$ cat config.mk
export PLATFORM = sky130hd
export DESIGN_NAME = lr_car_detector
export DESIGN_NICKNAME = d
export VERILOG_FILES = /design/src/rtl/lr_car_detector_pkg.sv /design/src/rtl/lr_sensor_debounce.sv /design/src/rtl/lr_car_detector.sv
export SDC_FILE = /design/constraint.sdc
export NUM_CORES = 1
export LEC_CHECK = 0
export BUFFER_PORTS_ARGS = -buffer_cell sky130_fd_sc_hd__clkbuf_2
export CORE_AREA = 5 5 46 48
export CTS_CLUSTER_SIZE = 28
export DETAILED_ROUTE_END_ITERATION = 12
export DIE_AREA = 0 0 51 53
export HOLD_SLACK_MARGIN = 0.06
export PLACE_DENSITY = 0.69
export SETUP_SLACK_MARGIN = 0.1
export SYNTH_ARGS = -nofsm -noshare
export SYNTH_HDL_FRONTEND = slang
export SYNTH_SLANG_ARGS = --single-unit
$ cat constraint.sdc
create_clock -name clk -period 2.2 [get_ports clk]
set_clock_uncertainty 0.1 [all_clocks]
set_input_delay 0.66 -clock clk [delete_from_list [all_inputs] [get_ports clk]]
set_output_delay 0.66 -clock clk [all_outputs]
set_load 0.01 [all_outputs]
$ cat src/rtl/lr_car_detector_pkg.sv
// Shared definitions for the local-road car detector: light codes (common with the
// traffic light controller) and the waiting-car count update operation.
package lr_car_detector_pkg;

    localparam logic [2:0] LIGHT_GREEN  = 3'b100;
    localparam logic [2:0] LIGHT_YELLOW = 3'b010;
    localparam logic [2:0] LIGHT_RED    = 3'b001;

    typedef enum logic [1:0] {
        CNT_HOLD,
        CNT_INC,
        CNT_DEC
    } cnt_op_e;

    // Any code other than green or yellow is treated as red, so no departure counts.
    function automatic logic departure_allowed(input logic [2:0] light);
        return (light == LIGHT_GREEN) || (light == LIGHT_YELLOW);
    endfunction

    function automatic cnt_op_e count_op(input logic arr_rise, input logic dep_counted);
        if (arr_rise && !dep_counted) return CNT_INC;
        if (!arr_rise && dep_counted) return CNT_DEC;
        return CNT_HOLD;
    endfunction

endpackage

$ cat src/rtl/lr_sensor_debounce.sv
// One loop sensor: two-flop synchroniser, mismatch-count debouncer and a registered
// single-cycle pulse on each debounced 0->1 transition.
module lr_sensor_debounce #(
    parameter int DEBOUNCE_CYC = 4
) (
    input  logic clk,
    input  logic rst_n,
    input  logic raw,
    output logic deb,
    output logic rise
);

    localparam int CW = $clog2(DEBOUNCE_CYC);

    logic          sync1;
    logic          sync2;
    logic [CW-1:0] mis_cnt;

    // NOTE: non-blocking assignments throughout so every flop samples pre-edge values.
    always_ff @(posedge clk or negedge rst_n) begin
        if (!rst_n) begin
            sync1   <= 1'b0;
            sync2   <= 1'b0;
            deb     <= 1'b0;
            rise    <= 1'b0;
            mis_cnt <= '0;
        end else begin
            sync1 <= raw;
            sync2 <= sync1;
            rise  <= 1'b0;
            if (sync2 != deb) begin
                if (mis_cnt == CW'(DEBOUNCE_CYC - 1)) begin
                    deb     <= sync2;
                    rise    <= sync2;
                    mis_cnt <= '0;
                end else begin
                    mis_cnt <= mis_cnt + CW'(1);
                end
            end else begin
                mis_cnt <= '0;
            end
        end
    end

endmodule

$ cat src/rtl/lr_car_detector.sv
// Local-road car detector: debounced arrival/exit loops drive a saturating waiting-car
// count. Optional arrival stuck-sensor detection is enabled by macro LR_STUCK_DETECT_EN.
module lr_car_detector
    import lr_car_detector_pkg::*;
#(
    parameter int DEBOUNCE_CYC = 4,
    parameter int MAX_CARS     = 15,
    parameter int CNT_W        = 4
`ifdef LR_STUCK_DETECT_EN
    ,
    parameter int STUCK_CYC    = 1000
`endif
) (
    input  logic             clk,
    input  logic             rst_n,
    input  logic             arr_raw,
    input  logic             dep_raw,
    input  logic [2:0]       lr_light,
    output logic             lr_has_car,
    output logic [CNT_W-1:0] car_cnt,
    output logic             sensor_flt
);

    logic    deb_arr;
    logic    deb_dep;
    logic    arr_rise;
    logic    dep_rise;
    logic    unused_deb;
    cnt_op_e cnt_op;

    lr_sensor_debounce #(.DEBOUNCE_CYC(DEBOUNCE_CYC)) u_arr_deb (
        .clk  (clk),
        .rst_n(rst_n),
        .raw  (arr_raw),
        .deb  (deb_arr),
        .rise (arr_rise)
    );

    lr_sensor_debounce #(.DEBOUNCE_CYC(DEBOUNCE_CYC)) u_dep_deb (
        .clk  (clk),
        .rst_n(rst_n),
        .raw  (dep_raw),
        .deb  (deb_dep),
        .rise (dep_rise)
    );

    // NOTE: the default assignment first keeps this block free of inferred latches.
    always_comb begin
        cnt_op = CNT_HOLD;
        cnt_op = count_op(arr_rise, dep_rise && departure_allowed(lr_light));
    end

    always_ff @(posedge clk or negedge rst_n) begin
        if (!rst_n) begin
            car_cnt <= '0;
        end else begin
            case (cnt_op)
                CNT_INC: if (car_cnt != CNT_W'(MAX_CARS)) car_cnt <= car_cnt + CNT_W'(1);
                CNT_DEC: if (car_cnt != '0)               car_cnt <= car_cnt - CNT_W'(1);
                default: ;
            endcase
        end
    end

`ifdef LR_STUCK_DETECT_EN
    localparam int SW = $clog2(STUCK_CYC + 1);

    logic [SW-1:0] stuck_cnt;

    // Fault latches until reset; the counter parks at STUCK_CYC while the loop stays high.
    always_ff @(posedge clk or negedge rst_n) begin
        if (!rst_n) begin
            stuck_cnt  <= '0;
            sensor_flt <= 1'b0;
        end else if (!deb_arr) begin
            stuck_cnt <= '0;
        end else if (stuck_cnt != SW'(STUCK_CYC)) begin
            stuck_cnt <= stuck_cnt + SW'(1);
            if (stuck_cnt == SW'(STUCK_CYC - 1)) sensor_flt <= 1'b1;
        end
    end

    // Fail-safe: a stuck arrival loop keeps the local road in the service rotation.
    assign lr_has_car = (car_cnt != '0) || sensor_flt;
    assign unused_deb = deb_dep;
`else
    assign sensor_flt = 1'b0;
    assign lr_has_car = (car_cnt != '0);
    assign unused_deb = deb_arr ^ deb_dep;
`endif

endmodule
==> summary by stage, run 1 <==
Timing
The final number of setup-violating endpoints is 0. The final critical path takes up 95.88% of the cycle. The hold violation total from the final report is 0. Adding up every negative setup slack in the final design gives 0 ns. Setup repair after global routing could not meet its margin everywhere. The max-slew violation count is 0. Based on the critical path, the design can be clocked at up to between 0.4 and 0.5 GHz. Counting I/O delays and the setup requirement, the final critical path takes ~2.1 ns.

Global routing
The initial antenna violation count is 0. For this run the aggregate overflow at the end of global routing stands at 0. The largest net degree at the start of global routing is 17. The via count of the first global-routing pass is 542.

For this run, the total global-route usage over all layers was measured as between 10% and 20%. The wire length of the first global-routing pass is 2.166 mm.

Synthesis
The total standard cell area after synthesis is just under 800 um2. The total of flip-flops plus latches after synthesis is 16. The average instance area after synthesis is 11.67 um2. Of the total synthesized cell area, the portion taken by full adders, half adders and majority gates is under 10%.

The compound-cell area share of the yosys netlist is between 8 and 9%. The fraction of synthesized area in multiplexers is between 6 and 7%. The xor and xnor fraction of the mapped netlist area is approximately 5.6%. Synthesis produced a netlist with a net count of just under 80.

For this run, the number of Yosys warnings is 0. The gate count after technology mapping is between 60 and 70. Sequential elements use 51.20% of the synthesized area. The count of different cell masters after synthesis is 32.

The dominant combinational cell family by area after synthesis is simple AND/OR/NAND/NOR gates. Summing the areas of all and, or, nand and nor instances in the mapped netlist gives 18.24% of the synthesized area.

Worst setup path
The startpoint of the worst setup timing path is car_cnt[2]. The slowest cell on the critical path is or4_4. In this run the critical register-to-register path is launched from u_arr_deb.rise. For this run, the slowest stage of the critical path takes 0.54 ns. The data arrival time at the worst-slack endpoint is approximately 1.4 ns. Data on the critical path is required at its endpoint by ~1.4 ns. The highest net fanout along the worst path is 2. The number of logic stages on the critical path including buffering is 2.

The cell family contributing the most delay on the critical path is simple AND/OR/NAND/NOR gates. The signal on the critical path passes through or4_4, buf_6. The worst setup path is launched from a flop.

STA classifies the critical path endpoint as a primary output. The number of buffers and inverters on the critical path is 1. The class of the most critical setup path is flop to primary output. The path depth of the worst reg2reg path is 7.

Drt
After detailed routing, the average wire length per cell comes to roughly 12 um. For this run, the detailed router's first-pass iteration total came to 1. The per-cell via count in the routed design is 5.300.

The number of vias after detailed routing is 530. For this block, the initial DRC count from the detailed router was 0. Wires add up to roughly 1.2 mm. The DRC violation count after routing is 0. The number of nets with antenna violations after detailed routing is 0.

Floorplan
In this run the horizontal extent of the chip is 51 um. The number of rows in the core area is 15. The floorplan core area is about 1700 um2.

The die is ~53 um tall. The floorplan step defined a die boundary enclosing ~2700 um2. During I/O placement, the number of pins put on the boundary was 13. Once the floorplan was initialized, standard cells occupied 46.82% of the core.

Layout
The most flop-heavy register is car_cnt. The flip-flop count of the largest register, all copies and words added is 4. The top cell types in the final layout, fill and taps aside, are dfrtp_1, clkbuf_2, buf_4. The finished layout cell area is slightly above 900 um2. Once layout is complete, the cells apart from fillers number 100. The number of antenna repair diodes is 0. The most frequent standard cell in the layout excluding fill and tap cells is dfrtp_1. The share of post-route cells with drive strength above 1 is roughly 36%. In the final layout, the registers with the most flip-flops are car_cnt: 4 flops, u_arr_deb.mis_cnt: 2 flops, u_dep_deb.mis_cnt: 2 flops. The net total in the final layout is 94. From synthesis to final layout, the design area changed by 18.88%.

The total of fill cells in the finished design is around 150. Measured on the finished design, the core utilization comes to 55.66%.

Clock tree
CTS built an H-tree with a depth of 1. The number of sinks driven by the clock tree is 16. The clock passes through at most 2 buffers.

TritonCTS built the clock tree. The clock-pin slew reported for the worst setup and hold paths after clock tree synthesis is 0.09 ns. The number of clock buffers added by TritonCTS is 3. The clock root buffer is clkbuf_4. The hold-fix buffer count after cts is 0.

The clock reaches the later pin of the worst-skew pair after 0.28 ns.

Place
After detailed placement, the design holds a cell count of 95. The post-detailed-placement cell area is 879.6 um2. Input and output buffers added on the ports amount to 11. The placer's final routability congestion estimate is around 0.74.

Outcome
The flow ran to the end, and the final reports show no timing, DRC or antenna violations.

Power
Across the VDD grid, the largest voltage drop is between 0.4 and 0.5 mV. The power per cell area is about 1000 nW/um2. Summed over all cells, the static leakage comes to between 0.0004 and 0.0005 uW.

Flow run
The count of max-cap constraint violations is 0.

Min path
The path type of the worst min-delay path is primary input to async pin.
## per-layer routing
| metal | global-route usage (%) | part of all wire [%] |
|---|---|---|
| met4 | 9.865 | 3.5 |
| met5 | 0 | 0 |
| met2 | 21.24 | 50 |
| met1 | 9.912 | 42 |
| met3 | 2.535 | 4.1 |
## power by group
group | total (uW) | internal (uW) | switching, uW
Sequential | 407 | 365 | 41.5
Clock | 189 | 101 | 87.8
Combinational | 359 | 194 | 165
Total | 954 | 660 | 294
## Yosys cell counts
cell type | instances | area (um2)
or4_4 | 1 | 11.26
a21oi_1 | 2 | 10.01
nand3b_2 | 1 | 11.26
ha_1 | 3 | 37.54
o21ai_0 | 2 | 10.01
a211oi_2 | 1 | 12.51
dfrtp_1 | 16 | 400.4
buf_6 | 1 | 11.26
nand2_2 | 1 | 6.260
nand4_1 | 1 | 6.260
nand3_1 | 2 | 10.01
mux2i_1 | 2 | 20.02
o22ai_1 | 1 | 6.260
nor2_1 | 2 | 7.510
or4_1 | 1 | 7.510
mux2_2 | 3 | 33.78
xor2_1 | 3 | 26.28
and3_2 | 1 | 7.510
buf_4 | 1 | 7.510
buf_2 | 2 | 10.01
and3b_1 | 3 | 26.28
xnor2_1 | 2 | 17.52
nand2_1 | 2 | 7.510
o41ai_1 | 1 | 8.760
inv_1 | 1 | 3.750
nor2b_1 | 3 | 18.77
a41oi_1 | 1 | 8.760
a22oi_1 | 1 | 7.510
clkbuf_1 | 1 | 3.750
conb_1 | 1 | 3.750
nand3b_1 | 1 | 7.510
nor3_1 | 3 | 15.01
## final timing paths
path / end / slack [ns]
hold / removal: u_arr_deb.mis_cnt[0] / 0.17
setup / recovery: lr_has_car / 0.09
setup reg to reg: car_cnt[2] / 0.45
min in group clk: u_dep_deb.sync2 / 0.26
hold reg to reg: u_dep_deb.sync2 / 0.26
max in group asynchronous: u_dep_deb.mis_cnt[1] / 1.57
## what timing repair did
| action | in CTS | in global routing |
|---|---|---|
| pin swaps | 1 | 1 |
| endpoints found under the setup margin | 1 | 1 |
| resized for setup | 0 | 2 |
| buffers inserted | 1 | 0 |
## cell type report
type | count | area [um2] | share of cell area [%]
well taps | 17 | 21.27 | 2.288
flip-flops and latches | 16 | 400.4 | 43.07
repair buffers | 17 | 106.4 | 11.44
inverters | 1 | 3.754 | 0.4038
multi-input cells | 45 | 361.6 | 38.90
clock buffers | 4 | 36.28 | 3.903
## through the flow
stage | hold slack (ns) | setup slack [ns] | power (uW)
finish | 0.1671 | 0.09056 | 954.1
global route | 0.1751 | 0.03123 | 1033
CTS | 0.1661 | 0.05832 | 957.0
detailed placement | 0.2435 | -0.07930 | 746.6
global placement | 0.2357 | -0.05670 | 734.4
floorplan | 0.2312 | 0.1105 | 661.6
## logic make-up (layout without fill, tap and decap cells)
logic type | count (synthesis) | in the layout
other cells | 1 | 1
buf+inv | 6 | 22
flops | 16 | 16
simple gates | 22 | 22
compound gates | 9 | 9
xor+xnor | 5 | 5
mux | 5 | 5
fa+ha+maj | 3 | 3
(Power assumes the default switching activity.)
==> inputs of run 2 (changes only) <==
--- a/config.mk
+++ b/config.mk
@@ -5,6 +5,7 @@
 export SDC_FILE = /design/constraint.sdc
 export NUM_CORES = 1
 export LEC_CHECK = 0
+export ABC_AREA = 1
 export BUFFER_PORTS_ARGS = -buffer_cell sky130_fd_sc_hd__clkbuf_2
 export CORE_AREA = 5 5 46 48
 export CTS_CLUSTER_SIZE = 28
==> summary by stage, run 2 <==
Power
The peak supply drop was 0.5435 mV (+16%). The power per cell area is 1096 nW/um2 (+6.8%). The static leakage power is 0.0004581 uW (-5.7%).

Worst setup path
The class of the most critical setup path is flop to primary output. The data arrival time at the worst-slack endpoint is 1.11 ns (-0.24 ns). STA classifies the critical path endpoint as a primary output.

The critical path goes through inv_1, nand4_1, clkbuf_2. The worst endpoint required time came to 1.44 ns (about the same). The slowest cell on the critical path is dfrtp_1. The highest net fanout along the worst path is 6 (+4).

The critical path's largest stage delay is 0.45 ns (-0.09 ns). STA classifies the critical path startpoint as a flop.

Floorplan
The floorplan core area was 1670 um2 (unchanged). The die area is 2703 um2 (unchanged). The count of pins on the block boundary is 13 (unchanged). The number of rows in the core area is 15 (unchanged). The die outline height was 53 um (unchanged). The width of the die came to 51 um (unchanged). The initial cell density of the core is 46.14% (-0.67 points).

Drt
The wire length on met3 is 79 um (+55%). The first-iteration detailed-routing DRC count is 3 (+3). The wire length reported by the detailed router is 1.137 mm (-7.9%). The number of nets with antenna violations after detailed routing is 0 (unchanged).

The wire length the detailed router placed on met1 is 535 um (+2.1%). The DRC violation count after routing is 0 (unchanged). The number of vias after detailed routing is 548 (+3.4%). The first-pass detailed-route iteration total is 4 (+3). The highest routed metal layer is met4. The per-cell via count in the routed design is 4.807 (-9.3%). The length of routed met2 wiring is 509 um (-17%). The post-detailed-route wirelength per cell was 9.974 um (-19%).

Synthesis
The count of different cell masters after synthesis is 20 (-38%). The sequential element share of the synthesized area came to 51.95% (+0.75 points). In the synthesized netlist the dominant register cell turns out to be dfrtp_1. The total of flip-flops plus latches after synthesis was 16 (unchanged).

The proportion of register bits with asynchronous set or reset after synthesis is 100.0% (unchanged). The number of nets produced by synthesis came to 93 (+21%). The count of flip-flops with a built-in enable after synthesis came to 0 (unchanged).

The gate count after technology mapping is 83 (+24%). The average instance area after synthesis was 9.286 um2 (-20%). The dominant cell type by area after synthesis is dfrtp_1. The total standard cell area after synthesis is 770.7 um2 (-1.4%).

By area the synthesized netlist is led by dfrtp_1, nand2_1, inv_1. The number of warnings reported in the yosys synthesis log is 0 (unchanged). The share of the synthesized area in the top cell type was 51.95% (+0.75 points).

Sorting the synthesized cells by how often they occur yields dfrtp_1, nand2_1, inv_1. The most common cell in the netlist is dfrtp_1.

Layout
The flip-flop count of the largest register, all copies and words added came to 4 (unchanged). The most frequent standard cell in the layout excluding fill and tap cells is dfrtp_1. The synthesis-to-finish area growth is 13.64%.

The number of antenna repair diodes was 0 (unchanged). The library cells used most frequently in the layout, excluding fill and tap cells, are dfrtp_1, nand2_1, inv_1, clkbuf_2. car_cnt holds more flip-flops than any other register. The share of post-route cells with drive strength above 1 is 24.74% (-11 points).

The largest registers in the layout are car_cnt: 4 flops, u_arr_deb.mis_cnt: 2 flops, u_dep_deb.mis_cnt: 2 flops. The net total in the final layout is 108 (+15%).

Timing
The hold violation total from the final report is 0 (unchanged). The final critical delay including setup and external delays is 1.871 ns (-0.2380 ns). The max-slew violation count is 0 (unchanged). The worst setup margin was 0.3286 ns (+0.2380 ns). Setup repair after global routing left no endpoint under its margin. The final number of setup-violating endpoints is 0 (unchanged). The share of the clock period used by the worst path after layout came to 85.06% (-11 points). The highest clock frequency the design can meet is 0.5344 GHz (+13%). The setup TNS after final layout was 0 ns (unchanged).

Global routing
The via count of the first global-routing pass is 553 (+2.0%). The global route total overflow came to 0 (unchanged). The largest net degree at the start of global routing came to 17 (unchanged). The wire length of the first global-routing pass is 2.201 mm (+1.6%).

The global router's overall resource usage is 10.98% (-0.29 points). The initial antenna violation count is 0 (unchanged).

Clock tree
Clock tree synthesis selected as its root buffer the cell clkbuf_4. The post-CTS setup-driven buffer insertion count was 0 (-1). The hold-fix buffer count after cts is 0 (unchanged).

The largest buffer count on any clock path is 2 (unchanged). The clock-pin slew reported for the worst setup and hold paths after clock tree synthesis is 0.09 ns (about the same). The count of H-tree levels built during CTS is 1 (unchanged). The number of sinks driven by the clock tree was 16 (unchanged). The clock latency reported for the late side of the worst-skew pair is 0.28 ns (about the same). The CTS tree is yes. The post-cts repair resize count is 0 (unchanged). The CTS buffer count is 3 (unchanged).

Min path
The min-delay analysis places its worst path in the category primary input to async pin.

Place
The port buffer count is 11 (unchanged). The detailed placement HPWL is roughly 900 um. The setup slack at placement came to 0.1751 ns (+0.2544 ns). The placer's final routability congestion estimate is 0.7493 (+1.9%).

Flow run
The count of max-cap constraint violations is 0 (unchanged).

Outcome
The flow ran to the end, and the final reports show no timing, DRC or antenna violations.
[run 2: changes by cell type in the layout (fill, tap and decap cells not counted), moves of 3 or more]
cell	change
and3b_1	-3
buf_4	-6
inv_1	+12
mux2_2	-3
nand2_1	+13
nand4_1	+3
nor2b_1	-3
o21ai_1	+3
[run 2: stage by stage]
stage	hold WS, ns	utilization (%)	cells	power (uW)	area, um2
after global placement	0.2322	50.26	110	768.0	839.6
final	0.1787	52.43	114	960.3	875.8
after global routing	0.1980	52.43	114	1058	875.8
after detailed placement	0.2403	50.26	110	784.5	839.6
after CTS	0.1835	52.43	114	975.8	875.8
after floorplan	0.2312	-	83	677.3	770.7
[run 2: power by group]
part | leakage (uW) | internal, uW | switching [uW]
combinational | 0.000235 | 134 | 191
sequential | 0.000202 | 375 | 72.6
clock | 0.0000210 | 101 | 86.5
total | 0.000458 | 610 | 350
[run 2: cell type report]
| cell class | instances | area [um2] |
|---|---|---|
| fill | 163 | 794.5 |
| sequential | 16 | 400.4 |
| multi-input combinational | 51 | 306.5 |
| inverter | 15 | 56.30 |
| timing repair buffer | 11 | 55.05 |
| clock buffer | 4 | 36.28 |
| tap | 17 | 21.27 |
[run 2: critical path, delay by kind of cell (launching register included)]
family        cells  cell delay [ns]
buf+inv           2             0.27
simple gates      1             0.12
flops             1             0.45
[run 2: cell families (layout without fill, tap and decap cells)]
kind of cell | Yosys count | after routing | share of synthesized area, %
flip-flops | 16 | 16 | 51.95
adder cells (fa/ha/maj) | 3 | 3 | 4.871
AO/OA/AOI/OAI | 6 | 6 | 3.895
other | 1 | 1 | 0.4865
AND/OR/NAND/NOR | 36 | 36 | 24.84
XOR/XNOR | 5 | 5 | 5.683
buffers and inverters | 16 | 30 | 8.280
[run 2: per-layer routing]
layer / GRT usage [%] / vias up
met4: 6.726 / 0
met3: 1.972 / 2
met5: 0 / -
met1: 13.50 / 246
met2: 17.81 / 11
li1: - / 289
[run 2: final timing paths]
path / startpoint / cells past startpoint / slack [ns] / end
max: car_cnt[0] / 3 / 0.33 / lr_has_car
min: rst_n / 1 / 0.18 / u_dep_deb.sync1
max reg2reg: u_dep_deb.rise / 10 / 0.64 / car_cnt[2]
min reg2reg: u_arr_deb.sync1 / 0 / 0.26 / u_arr_deb.sync2
max in group asynchronous: rst_n / 1 / 1.55 / car_cnt[2]
min in group clk: u_arr_deb.sync1 / 0 / 0.26 / u_arr_deb.sync2
